File: config.mk
export PLATFORM = sky130hd
export DESIGN_NAME = playbus_seq_flat
export DESIGN_NICKNAME = d
export VERILOG_FILES = /design/src/rtl/playbus_seq_if.sv /design/src/rtl/playbus_seq.sv /design/src/flat_wrapper.sv
export SDC_FILE = /design/constraint.sdc
export NUM_CORES = 1
export LEC_CHECK = 0
export ABC_AREA = 1
export CAP_MARGIN = 30
export CORE_MARGIN = 3
export CORE_UTILIZATION = 25
export CTS_CLUSTER_DIAMETER = 40
export DETAILED_ROUTE_END_ITERATION = 16
export HOLD_SLACK_MARGIN = 0.1
export SYNTH_ARGS = -nofsm -noshare
export SYNTH_HDL_FRONTEND = slang
export SYNTH_SLANG_ARGS = --single-unit
File: constraint.sdc
create_clock -name clk -period 5.5 [get_ports clk]
set_clock_uncertainty 0.2 [all_clocks]
set_input_delay 1.65 -clock clk [delete_from_list [all_inputs] [get_ports clk]]
set_output_delay 1.65 -clock clk [all_outputs]
set_load 0.1 [all_outputs]
File: src/rtl/playbus_seq_if.sv
// rtl/playbus_seq_if.sv - transfer request/bus/status bundle for playbus_seq
interface playbus_seq_if #(
  parameter int DW = 8,
  parameter int AW = 4
);
  logic                  start;
  logic [1:0]            src;
  logic [1:0]            dst;
  logic [AW-1:0]         addr_in;
  logic                  inc;
  logic [DW-1:0]         sw;
  logic [DW-1:0]         rom_data;
  logic [AW-1:0]         rom_addr;
  logic                  rom_oe;
  logic [DW-1:0]         bus;
  logic [DW-1:0]         led;
  logic [7*(DW/4)-1:0]   disp;
  logic                  busy;
  logic                  done;
  logic                  err;

  modport master (
    output start, src, dst, addr_in, inc, sw, rom_data,
    input  rom_addr, rom_oe, bus, led, disp, busy, done, err
  );

  modport slave (
    input  start, src, dst, addr_in, inc, sw, rom_data,
    output rom_addr, rom_oe, bus, led, disp, busy, done, err
  );
endinterface

File: src/rtl/playbus_seq.sv
// rtl/playbus_seq.sv - sequenced source->bus->destination transfer engine with RAM, LED latch and seven-seg
module playbus_seq #(
  parameter int DW       = 8,
  parameter int AW       = 4,
  parameter int ROM_WAIT = 1
) (
  input  logic          clk,
  input  logic          reset,
  playbus_seq_if.slave  pb
);
  localparam int NDISP = DW / 4;
  localparam int CW    = (ROM_WAIT > 1) ? $clog2(ROM_WAIT + 1) : 1;

  localparam logic [1:0] SRC_SW  = 2'd0;
  localparam logic [1:0] SRC_ROM = 2'd1;
  localparam logic [1:0] SRC_RAM = 2'd2;
  localparam logic [1:0] SRC_LED = 2'd3;

  localparam logic [1:0] DST_NONE = 2'd0;
  localparam logic [1:0] DST_RAM  = 2'd1;
  localparam logic [1:0] DST_LED  = 2'd2;
  localparam logic [1:0] DST_ADDR = 2'd3;

  typedef enum logic [1:0] {
    S_IDLE  = 2'd0,
    S_DRIVE = 2'd1,
    S_DONE  = 2'd2
  } state_t;

  state_t          state, state_nx;
  logic [AW-1:0]   addr_q;
  logic [1:0]      src_q;
  logic [1:0]      dst_q;
  logic            inc_q;
  logic [CW-1:0]   wcnt;
  logic [DW-1:0]   led_q;
  logic            err_q;
  logic [DW-1:0]   mem [2**AW];

  logic            conflict;
  logic            last_drive;
  logic            write_now;
  logic [DW-1:0]   bus_v;

  assign conflict   = ((pb.src == SRC_RAM) && (pb.dst == DST_RAM)) ||
                      ((pb.src == SRC_LED) && (pb.dst == DST_LED));
  assign last_drive = (src_q != SRC_ROM) || (wcnt == CW'(ROM_WAIT - 1));
  assign write_now  = (state == S_DRIVE) && last_drive;

  always_ff @(posedge clk) begin
    if (reset) state <= S_IDLE;
    else       state <= state_nx;
  end

  always_comb begin
    state_nx = state;
    case (state)
      S_IDLE:  if (pb.start && !conflict) state_nx = S_DRIVE;
      S_DRIVE: if (last_drive)            state_nx = S_DONE;
      S_DONE:                             state_nx = S_IDLE;
      default:                            state_nx = S_IDLE;
    endcase
  end

  always_comb begin
    bus_v     = '0;
    pb.busy   = 1'b0;
    pb.done   = 1'b0;
    pb.rom_oe = 1'b0;
    case (state)
      S_DRIVE: begin
        pb.busy = 1'b1;
        case (src_q)
          SRC_SW:  bus_v = pb.sw;
          SRC_ROM: begin
            bus_v     = pb.rom_data;
            pb.rom_oe = 1'b1;
          end
          SRC_RAM: bus_v = mem[addr_q];
          default: bus_v = led_q;
        endcase
      end
      S_DONE: begin
        pb.busy = 1'b1;
        pb.done = 1'b1;
      end
      default: ;
    endcase
  end

  always_ff @(posedge clk) begin
    if (reset) begin
      addr_q <= '0;
      src_q  <= SRC_SW;
      dst_q  <= DST_NONE;
      inc_q  <= 1'b0;
      wcnt   <= '0;
      led_q  <= '0;
      err_q  <= 1'b0;
    end else begin
      err_q <= 1'b0;
      case (state)
        S_IDLE: if (pb.start) begin
          addr_q <= pb.addr_in;
          src_q  <= pb.src;
          dst_q  <= pb.dst;
          inc_q  <= pb.inc;
          wcnt   <= '0;
          err_q  <= conflict;
        end
        S_DRIVE: begin
          wcnt <= wcnt + 1'b1;
          if (last_drive) begin
            if (dst_q == DST_LED)  led_q  <= bus_v;
            if (dst_q == DST_ADDR) addr_q <= bus_v[AW-1:0];
          end
        end
        S_DONE: if (inc_q && (dst_q != DST_ADDR)) addr_q <= addr_q + 1'b1;
        default: ;
      endcase
    end
  end

  // RAM has no reset; a reset edge still blocks a pending write
  always_ff @(posedge clk) begin
    if (!reset && write_now && (dst_q == DST_RAM)) mem[addr_q] <= bus_v;
  end

  function automatic logic [6:0] seg7(input logic [3:0] n);
    case (n)
      4'h0: seg7 = 7'b1000000;
      4'h1: seg7 = 7'b1111001;
      4'h2: seg7 = 7'b0100100;
      4'h3: seg7 = 7'b0110000;
      4'h4: seg7 = 7'b0011001;
      4'h5: seg7 = 7'b0010010;
      4'h6: seg7 = 7'b0000010;
      4'h7: seg7 = 7'b1111000;
      4'h8: seg7 = 7'b0000000;
      4'h9: seg7 = 7'b0010000;
      4'hA: seg7 = 7'b0001000;
      4'hB: seg7 = 7'b0000011;
      4'hC: seg7 = 7'b0100111;
      4'hD: seg7 = 7'b0100001;
      4'hE: seg7 = 7'b0000110;
      default: seg7 = 7'b0001110;
    endcase
  endfunction

  for (genvar i = 0; i < NDISP; i++) begin : g_disp
    assign pb.disp[7*i +: 7] = seg7(led_q[4*i +: 4]);
  end

  assign pb.bus      = bus_v;
  assign pb.led      = led_q;
  assign pb.rom_addr = addr_q;
  assign pb.err      = err_q;
endmodule
File: src/flat_wrapper.sv
// flat-port wrapper written by rule: the top's interface ports become plain ports
module playbus_seq_flat 
#(
  parameter int DW       = 8,
  parameter int AW       = 4,
  parameter int ROM_WAIT = 1
)
  (clk, reset, pb_start, pb_src, pb_dst, pb_addr_in, pb_inc, pb_sw, pb_rom_data, pb_rom_addr, pb_rom_oe, pb_bus, pb_led, pb_disp, pb_busy, pb_done, pb_err);
  playbus_seq_if #(.DW(DW), .AW(AW)) pb_i ();
  input  logic clk;
  input  logic reset;
  input wire logic [$bits(pb_i.start)-1:0] pb_start;
  input wire logic [$bits(pb_i.src)-1:0] pb_src;
  input wire logic [$bits(pb_i.dst)-1:0] pb_dst;
  input wire logic [$bits(pb_i.addr_in)-1:0] pb_addr_in;
  input wire logic [$bits(pb_i.inc)-1:0] pb_inc;
  input wire logic [$bits(pb_i.sw)-1:0] pb_sw;
  input wire logic [$bits(pb_i.rom_data)-1:0] pb_rom_data;
  output wire logic [$bits(pb_i.rom_addr)-1:0] pb_rom_addr;
  output wire logic [$bits(pb_i.rom_oe)-1:0] pb_rom_oe;
  output wire logic [$bits(pb_i.bus)-1:0] pb_bus;
  output wire logic [$bits(pb_i.led)-1:0] pb_led;
  output wire logic [$bits(pb_i.disp)-1:0] pb_disp;
  output wire logic [$bits(pb_i.busy)-1:0] pb_busy;
  output wire logic [$bits(pb_i.done)-1:0] pb_done;
  output wire logic [$bits(pb_i.err)-1:0] pb_err;
  assign pb_i.start = pb_start;
  assign pb_i.src = pb_src;
  assign pb_i.dst = pb_dst;
  assign pb_i.addr_in = pb_addr_in;
  assign pb_i.inc = pb_inc;
  assign pb_i.sw = pb_sw;
  assign pb_i.rom_data = pb_rom_data;
  assign pb_rom_addr = pb_i.rom_addr;
  assign pb_rom_oe = pb_i.rom_oe;
  assign pb_bus = pb_i.bus;
  assign pb_led = pb_i.led;
  assign pb_disp = pb_i.disp;
  assign pb_busy = pb_i.busy;
  assign pb_done = pb_i.done;
  assign pb_err = pb_i.err;
  playbus_seq #(.DW(DW), .AW(AW), .ROM_WAIT(ROM_WAIT)) u_core (.clk(clk), .reset(reset), .pb(pb_i));
endmodule
==> flow_metrics.py, run 1 <==
metrics = {
    "clock_network": {
        "clock_latency_ps": 430,
        "root_buffer": "clkbuf_16",
        "cts_setup_buffers": 0,
        "htree_levels": 4,
        "cts_tree": "done",
        "cts_buffers": 17,
        "clk_path_buf_depth": 2,
        "post_cts_resized": 0,
        "cts_sinks": 167,
        "clk_pin_slew_worst_paths_ps": 70,
        "ctsHoldBuffers": 0,
    },
    "floorplan": {
        "row_count": 63,
        "num_io_pins": 66,
        "initial_core_util_pct": 25.7,
        "die_area_mm2": 0.0329,
        "die_w_um": 181,
        "core-area_mm2": 0.0300,
        "die_h_um": 181,
    },
    "finish": {
        "fin_nets": 942,
        "layout_commonest_cell": "nand2_1",
        "syn_to_final_growth_pct": 22.7,
        "layout-drive-gt1-share_pct": 9.37,
        "diodes": 0,
        "final_cell_mix": "229 x nand2_1, 128 x edfxtp_1, 92 x nand3_1",
        "fin_util_pct": 31.5,
    },
    "yosys": {
        "syn_inst": 817,
        "synthesis.nets": 865,
        "avgSynthCellArea_um2": 9.41,
        "ys_types": 33,
        "yosysSeqAreaShare_pct": 60.2,
        "synth_warnings": 0,
        "synth_seq_cells": 167,
        "netlist_area_mm2": 0.00769,
    },
    "critical_path": {
        "crit_top_cell": "nand2_1",
        "critPathTopFamily": "buffers and inverters",
        "crit_chain": "clkdlybuf4s50_1 -> a221oi_1 -> nand2_1 -> nand2_1 -> inv_1 -> buf_12",
        "cp-end-kind": "primary output",
        "crit_slowest_cell": "a221oi_1",
        "crit_buf_inv": 3,
        "critPathMaxFanout": 3,
        "path_depth": 6,
        "cp_slowest_stage_delay_ps": 420,
        "critPathLaunchType": "input pin",
        "path_class": "input pin to primary output",
        "worstPathRequired_ps": 3650,
        "cp.arrival_ps": 3070,
        "reg2reg_depth": 13,
    },
    "timing": {
        "setup_viol": 0,
        "rsz0062_at_grt": "no",
        "tns_ps": 0,
        "hold_violations": 0,
        "period_minus_slack_ps": 4920,
        "tightest_slew_ps": 1030,
        "period_share_pct": 89.4,
        "slew_headroom_pct": 31.2,
        "max_freq_ghz": 0.203,
        "slew_violations": 0,
    },
    "grt": {
        "overflow": 0,
        "grt_max_degree": 61,
        "antenna_found_initial": 0,
        "grt_pass1_wl_mm": 31.1,
        "grt_usage_pct": 12.1,
        "grt_pass1_vias": 5549,
    },
    "outcome": {
        "outcome": "finished clean",
    },
    "placement": {
        "post-dp-hpwl_mm": 13.3,
        "place_congestion": 0.849,
        "io_buffers": 65,
    },
    "detailed_routing": {
        "drtIter0Drc": 466,
        "post-route-drc-count": 0,
        "route.vias.total": 5804,
        "wl_per_cell_um": 15.5,
        "routed_wl_mm": 20.1,
        "viasPerCell": 4.47,
        "firstDrtPassIters": 5,
        "antenna_left": 0,
    },
    "run": {
        "drv_cap": 0,
    },
    "power": {
        "ir_drop_mv": 0.261,
        "p_leak_nw": 3.93,
        "power.density_mw_per_mm2": 448,
    },
    "worst_hold_path": {
        "hold_path_depth": 2,
        "hp-class": "register to register",
    },
}
[cell families (layout without fill, tap and decap cells)]
| family | after synthesis | count (layout) | synth area share (%) |
|---|---|---|---|
| AOI/OAI and AO/OA | 82 | 82 | 6.25 |
| xor gates and xnor gates | 1 | 1 | 0.114 |
| adders and majority gates | 20 | 20 | 3.26 |
| buffers and inverters | 122 | 212 | 7.28 |
| DFF | 167 | 167 | 60.2 |
| and+or+nand+nor | 425 | 425 | 22.9 |
[routing by layer]
| metal | track usage [%] | vias to the layer above | part of all wire, % |
|---|---|---|---|
| met1 | 15.6 | 2752 | 44 |
| met4 | 4.30 | 0 | 2.0 |
| met5 | 0 | - | 0 |
| li1 | - | 2840 | - |
| met3 | 2.86 | 25 | 6.7 |
| met2 | 20.0 | 187 | 47 |
[cell usage after synthesis, drive strengths merged]
library cell | n | area share (%)
a2111oi | 1 | 0.20
a21boi | 2 | 0.20
a21oi | 26 | 2.0
a221oi | 6 | 0.68
a31oi | 1 | 0.081
buf | 25 | 2.5
clkbuf | 4 | 0.20
dfxtp | 39 | 10
edfxtp | 128 | 50
ha | 20 | 3.3
inv | 93 | 4.6
nand2 | 239 | 12
nand3 | 92 | 6.0
nand3b | 3 | 0.29
nor2 | 87 | 4.3
nor3 | 1 | 0.13
nor4 | 1 | 0.081
o211a | 1 | 0.13
o21ai | 45 | 3.0
or2 | 2 | 0.16
xor2 | 1 | 0.11
[where the power goes]
part | switching, W | leakage, nW | internal, W
logic | 0.00113 | 2.14 | 0.000406
clock network | 0.000526 | 0.273 | 0.000639
registers | 0.0000661 | 1.52 | 0.00146
[state kept, by name, summed over array words and instances (netlist names), named ones only]
signal / count
u_core.pb.led: 8
u_core.inc_q: 1
u_core.pb.err: 1
u_core.wcnt: 1
u_core.src_q: 2
u_core.mem: 128
u_core.state: 2
u_core.pb.disp: 14
u_core.pb.rom_addr: 4
u_core.dst_q: 2
[through the flow]
stage	setup WS, ps	total power (W)	area [um2]	hold WS, ps	cells
after floorplan	932	0.00266	7690	243	817
after global routing	462	0.00444	9430	300	1297
after detailed placement	595	0.00308	8860	266	1265
after CTS	593	0.00425	9430	280	1297
after global placement	580	0.00307	8860	264	1265
final	583	0.00422	9430	285	1297
[final timing paths]
path | start | endpoint | slack, ps
setup / recovery | pb_rom_data[6] | pb_bus[6] | 580
hold / removal | u_core.inc_q$_SDFFE_PP0P_ | u_core.inc_q$_SDFFE_PP0P_ | 280
setup reg to reg | u_core.src_q[0]$_SDFFE_PP0P_ | u_core.pb.disp[10]$_DFF_P_ | 2410
hold reg to reg | u_core.inc_q$_SDFFE_PP0P_ | u_core.inc_q$_SDFFE_PP0P_ | 280
[worst min-delay path: stages (launching register included)]
cell	delay (ps)
dfxtp_1	320
nor2_1	50
nor2_1	80
[cell type report]
class                      instances  area (um2)
fill                            3049       20500
sequential                       167        4630
multi-input combinational        528        2500
timing repair buffer              87         896
tap                              390         488
clock buffer                      19         433
inverter                          93         352
clock inverter                    13         138
Power figures use the tool's default switching activity.
==> run 2: changes to the inputs <==
--- a/config.mk
+++ b/config.mk
@@ -11,6 +11,7 @@
 export CORE_UTILIZATION = 25
 export CTS_CLUSTER_DIAMETER = 40
 export DETAILED_ROUTE_END_ITERATION = 16
+export GPL_ROUTABILITY_DRIVEN = 0
 export HOLD_SLACK_MARGIN = 0.1
 export SYNTH_ARGS = -nofsm -noshare
 export SYNTH_HDL_FRONTEND = slang
==> results of run 2 <==
Final layout, timing and power as in run 1 (identical DEF).
==> run 3: changes to the inputs <==
--- a/config.mk
+++ b/config.mk
@@ -7,7 +7,7 @@
 export LEC_CHECK = 0
 export ABC_AREA = 1
 export CAP_MARGIN = 30
-export CORE_MARGIN = 3
+export CORE_MARGIN = 2
 export CORE_UTILIZATION = 25
 export CTS_CLUSTER_DIAMETER = 40
 export DETAILED_ROUTE_END_ITERATION = 16
==> flow_metrics.py, run 3 (same netlist as run 1, synthesis figures left out) <==
metrics = {
    "outcome": {
        "outcome": "finished clean",
    },
    "critical_path": {
        "critPathMaxFanout": 17,
        "reg2reg_to": "u_core.pb.disp[1]$_DFF_P_",
        "critical_path.startpoint": "pb_rom_data[2]",
        "worstPathRequired_ps": 3650,
        "rrSetupSlack_ps": 2180,
        "crit_end": "pb_bus[2]",
        "cp.arrival_ps": 3120,
        "reg2reg_depth": 17,
        "path_class": "input pin to primary output",
        "critPathLaunchType": "input pin",
        "cp-end-kind": "primary output",
    },
    "clock_network": {
        "ctsHoldBuffers": 0,
        "cts_buffers": 17,
        "root_buffer": "clkbuf_16",
        "cts_setup_buffers": 0,
        "clk_path_buf_depth": 2,
        "clk_pin_slew_worst_paths_ps": 70,
        "clock_latency_ps": 430,
        "cts_sinks": 167,
        "htree_levels": 4,
        "cts_tree": "done",
        "post_cts_resized": 0,
    },
    "placement": {
        "place_area_mm2": 0.00894,
        "place_ws_ps": 499,
        "io_buffers": 65,
        "post-dp-hpwl_mm": 13.3,
    },
    "floorplan": {
        "die_w_um": 179,
        "initial_core_util_pct": 25.3,
        "row_count": 64,
        "die_area_mm2": 0.0322,
        "num_io_pins": 66,
        "die_h_um": 179,
        "core-area_mm2": 0.0304,
    },
    "grt": {
        "antenna_found_initial": 0,
        "grt_usage_pct": 12.7,
        "grt_pass1_vias": 5332,
        "grt_pass1_wl_mm": 30.4,
        "overflow": 0,
        "grt_max_degree": 69,
    },
    "power": {
        "clockPowerShare_pct": 27.3,
        "power.density_mw_per_mm2": 441,
        "swShare_pct": 41.1,
        "finalPower_w": 0.00419,
        "p_leak_nw": 3.97,
        "seqPwrFrac_pct": 36.3,
        "ir_drop_mv": 0.246,
        "p_int_w": 0.00247,
        "power.share.combinational_pct": 36.4,
        "switchingPower_w": 0.00172,
    },
    "detailed_routing": {
        "routed_wl_mm": 19.9,
        "firstDrtPassIters": 5,
        "post-route-drc-count": 0,
        "drtIter0Drc": 518,
        "antenna_left": 0,
        "wl_per_cell_um": 15.1,
        "route.vias.total": 5768,
        "viasPerCell": 4.40,
    },
    "timing": {
        "period_minus_slack_ps": 4970,
        "slew_violations": 0,
        "rsz0062_at_grt": "no",
        "slew_headroom_pct": 32.3,
        "tns_ps": 0,
        "fin_ws_ps": 525,
        "period_share_pct": 90.5,
        "setup_viol": 0,
        "tightest_slew_ps": 1010,
        "max_freq_ghz": 0.201,
        "hold_violations": 0,
    },
    "finish": {
        "largest_register_ffs": 128,
        "fin_nets": 951,
        "final_cell_mix": "229 x nand2_1, 128 x edfxtp_1, 92 x nand3_1",
        "syn_to_final_growth_pct": 23.6,
        "fin_util_pct": 31.2,
        "fin_area_mm2": 0.00950,
        "top_register": "u_core.mem",
        "layout_commonest_cell": "nand2_1",
        "layout-drive-gt1-share_pct": 10.5,
        "diodes": 0,
    },
    "worst_hold_path": {
        "hold_path_depth": 2,
        "hp-class": "register to register",
    },
    "run": {
        "drv_cap": 0,
    },
}
run 3: cell types whose count changed in the layout (fill, tap and decap cells not counted):
cell and delta:
buf_4 +9, clkinv_4 -3, inv_8 +3, clkbuf_1 -2, clkinvlp_4 +2, bufinv_16 -1, clkinv_2 +1
run 3: power groups by stage:
stage,Combinational (W),Sequential (W),Clock [W]
2_1_floorplan,0.000914,0.00174,0
3_3_place_gp,0.00153,0.00155,0
3_5_place_dp,0.00154,0.00155,0
4_1_cts,0.00154,0.00152,0.00116
5_1_grt,0.00167,0.00153,0.00121
6_report,0.00153,0.00152,0.00114
run 3: critical path: stages:
cell and delay [ps]:
clkdlybuf4s50_1 400, a221oi_1 360, nand2_1 90, nand2_1 120
inv_1 240, buf_12 250
run 3: stage by stage:
step,hold slack (ps),cells
after floorplan,243,817
after global placement,266,1280
after detailed placement,267,1280
after CTS,286,1312
after global routing,317,1312
final,285,1312
run 3: how the worst min path moves through the flow:
stage                                          from                        end  slack [ps]
after CTS                  u_core.wcnt$_SDFFE_PP0P_   u_core.wcnt$_SDFFE_PP0P_         290
after global placement     u_core.wcnt$_SDFFE_PP0P_   u_core.wcnt$_SDFFE_PP0P_         270
after floorplan            u_core.wcnt$_SDFFE_PP0P_   u_core.wcnt$_SDFFE_PP0P_         240
final                     u_core.inc_q$_SDFFE_PP0P_  u_core.inc_q$_SDFFE_PP0P_         280
after detailed placement  u_core.inc_q$_SDFFE_PP0P_  u_core.inc_q$_SDFFE_PP0P_         270
after global routing      u_core.inc_q$_SDFFE_PP0P_  u_core.inc_q$_SDFFE_PP0P_         320
run 3: cell type report:
cell class / count / area, um2
Fill cell: 3106 / 20900
Clock inverter: 15 / 135
Tap cell: 396 / 495
Inverter: 93 / 352
Timing Repair Buffer: 96 / 963
Sequential cell: 167 / 4630
Clock buffer: 17 / 425
Multi-Input combinational cell: 528 / 2500
run 3: per-layer routing:
metal	part of all wire [%]	global-route usage [%]	up-vias
met4	1.4	3.97	0
met1	43	16.1	2725
li1	-	-	2860
met5	0	0	-
met3	6.3	3.02	14
met2	49	21.4	169
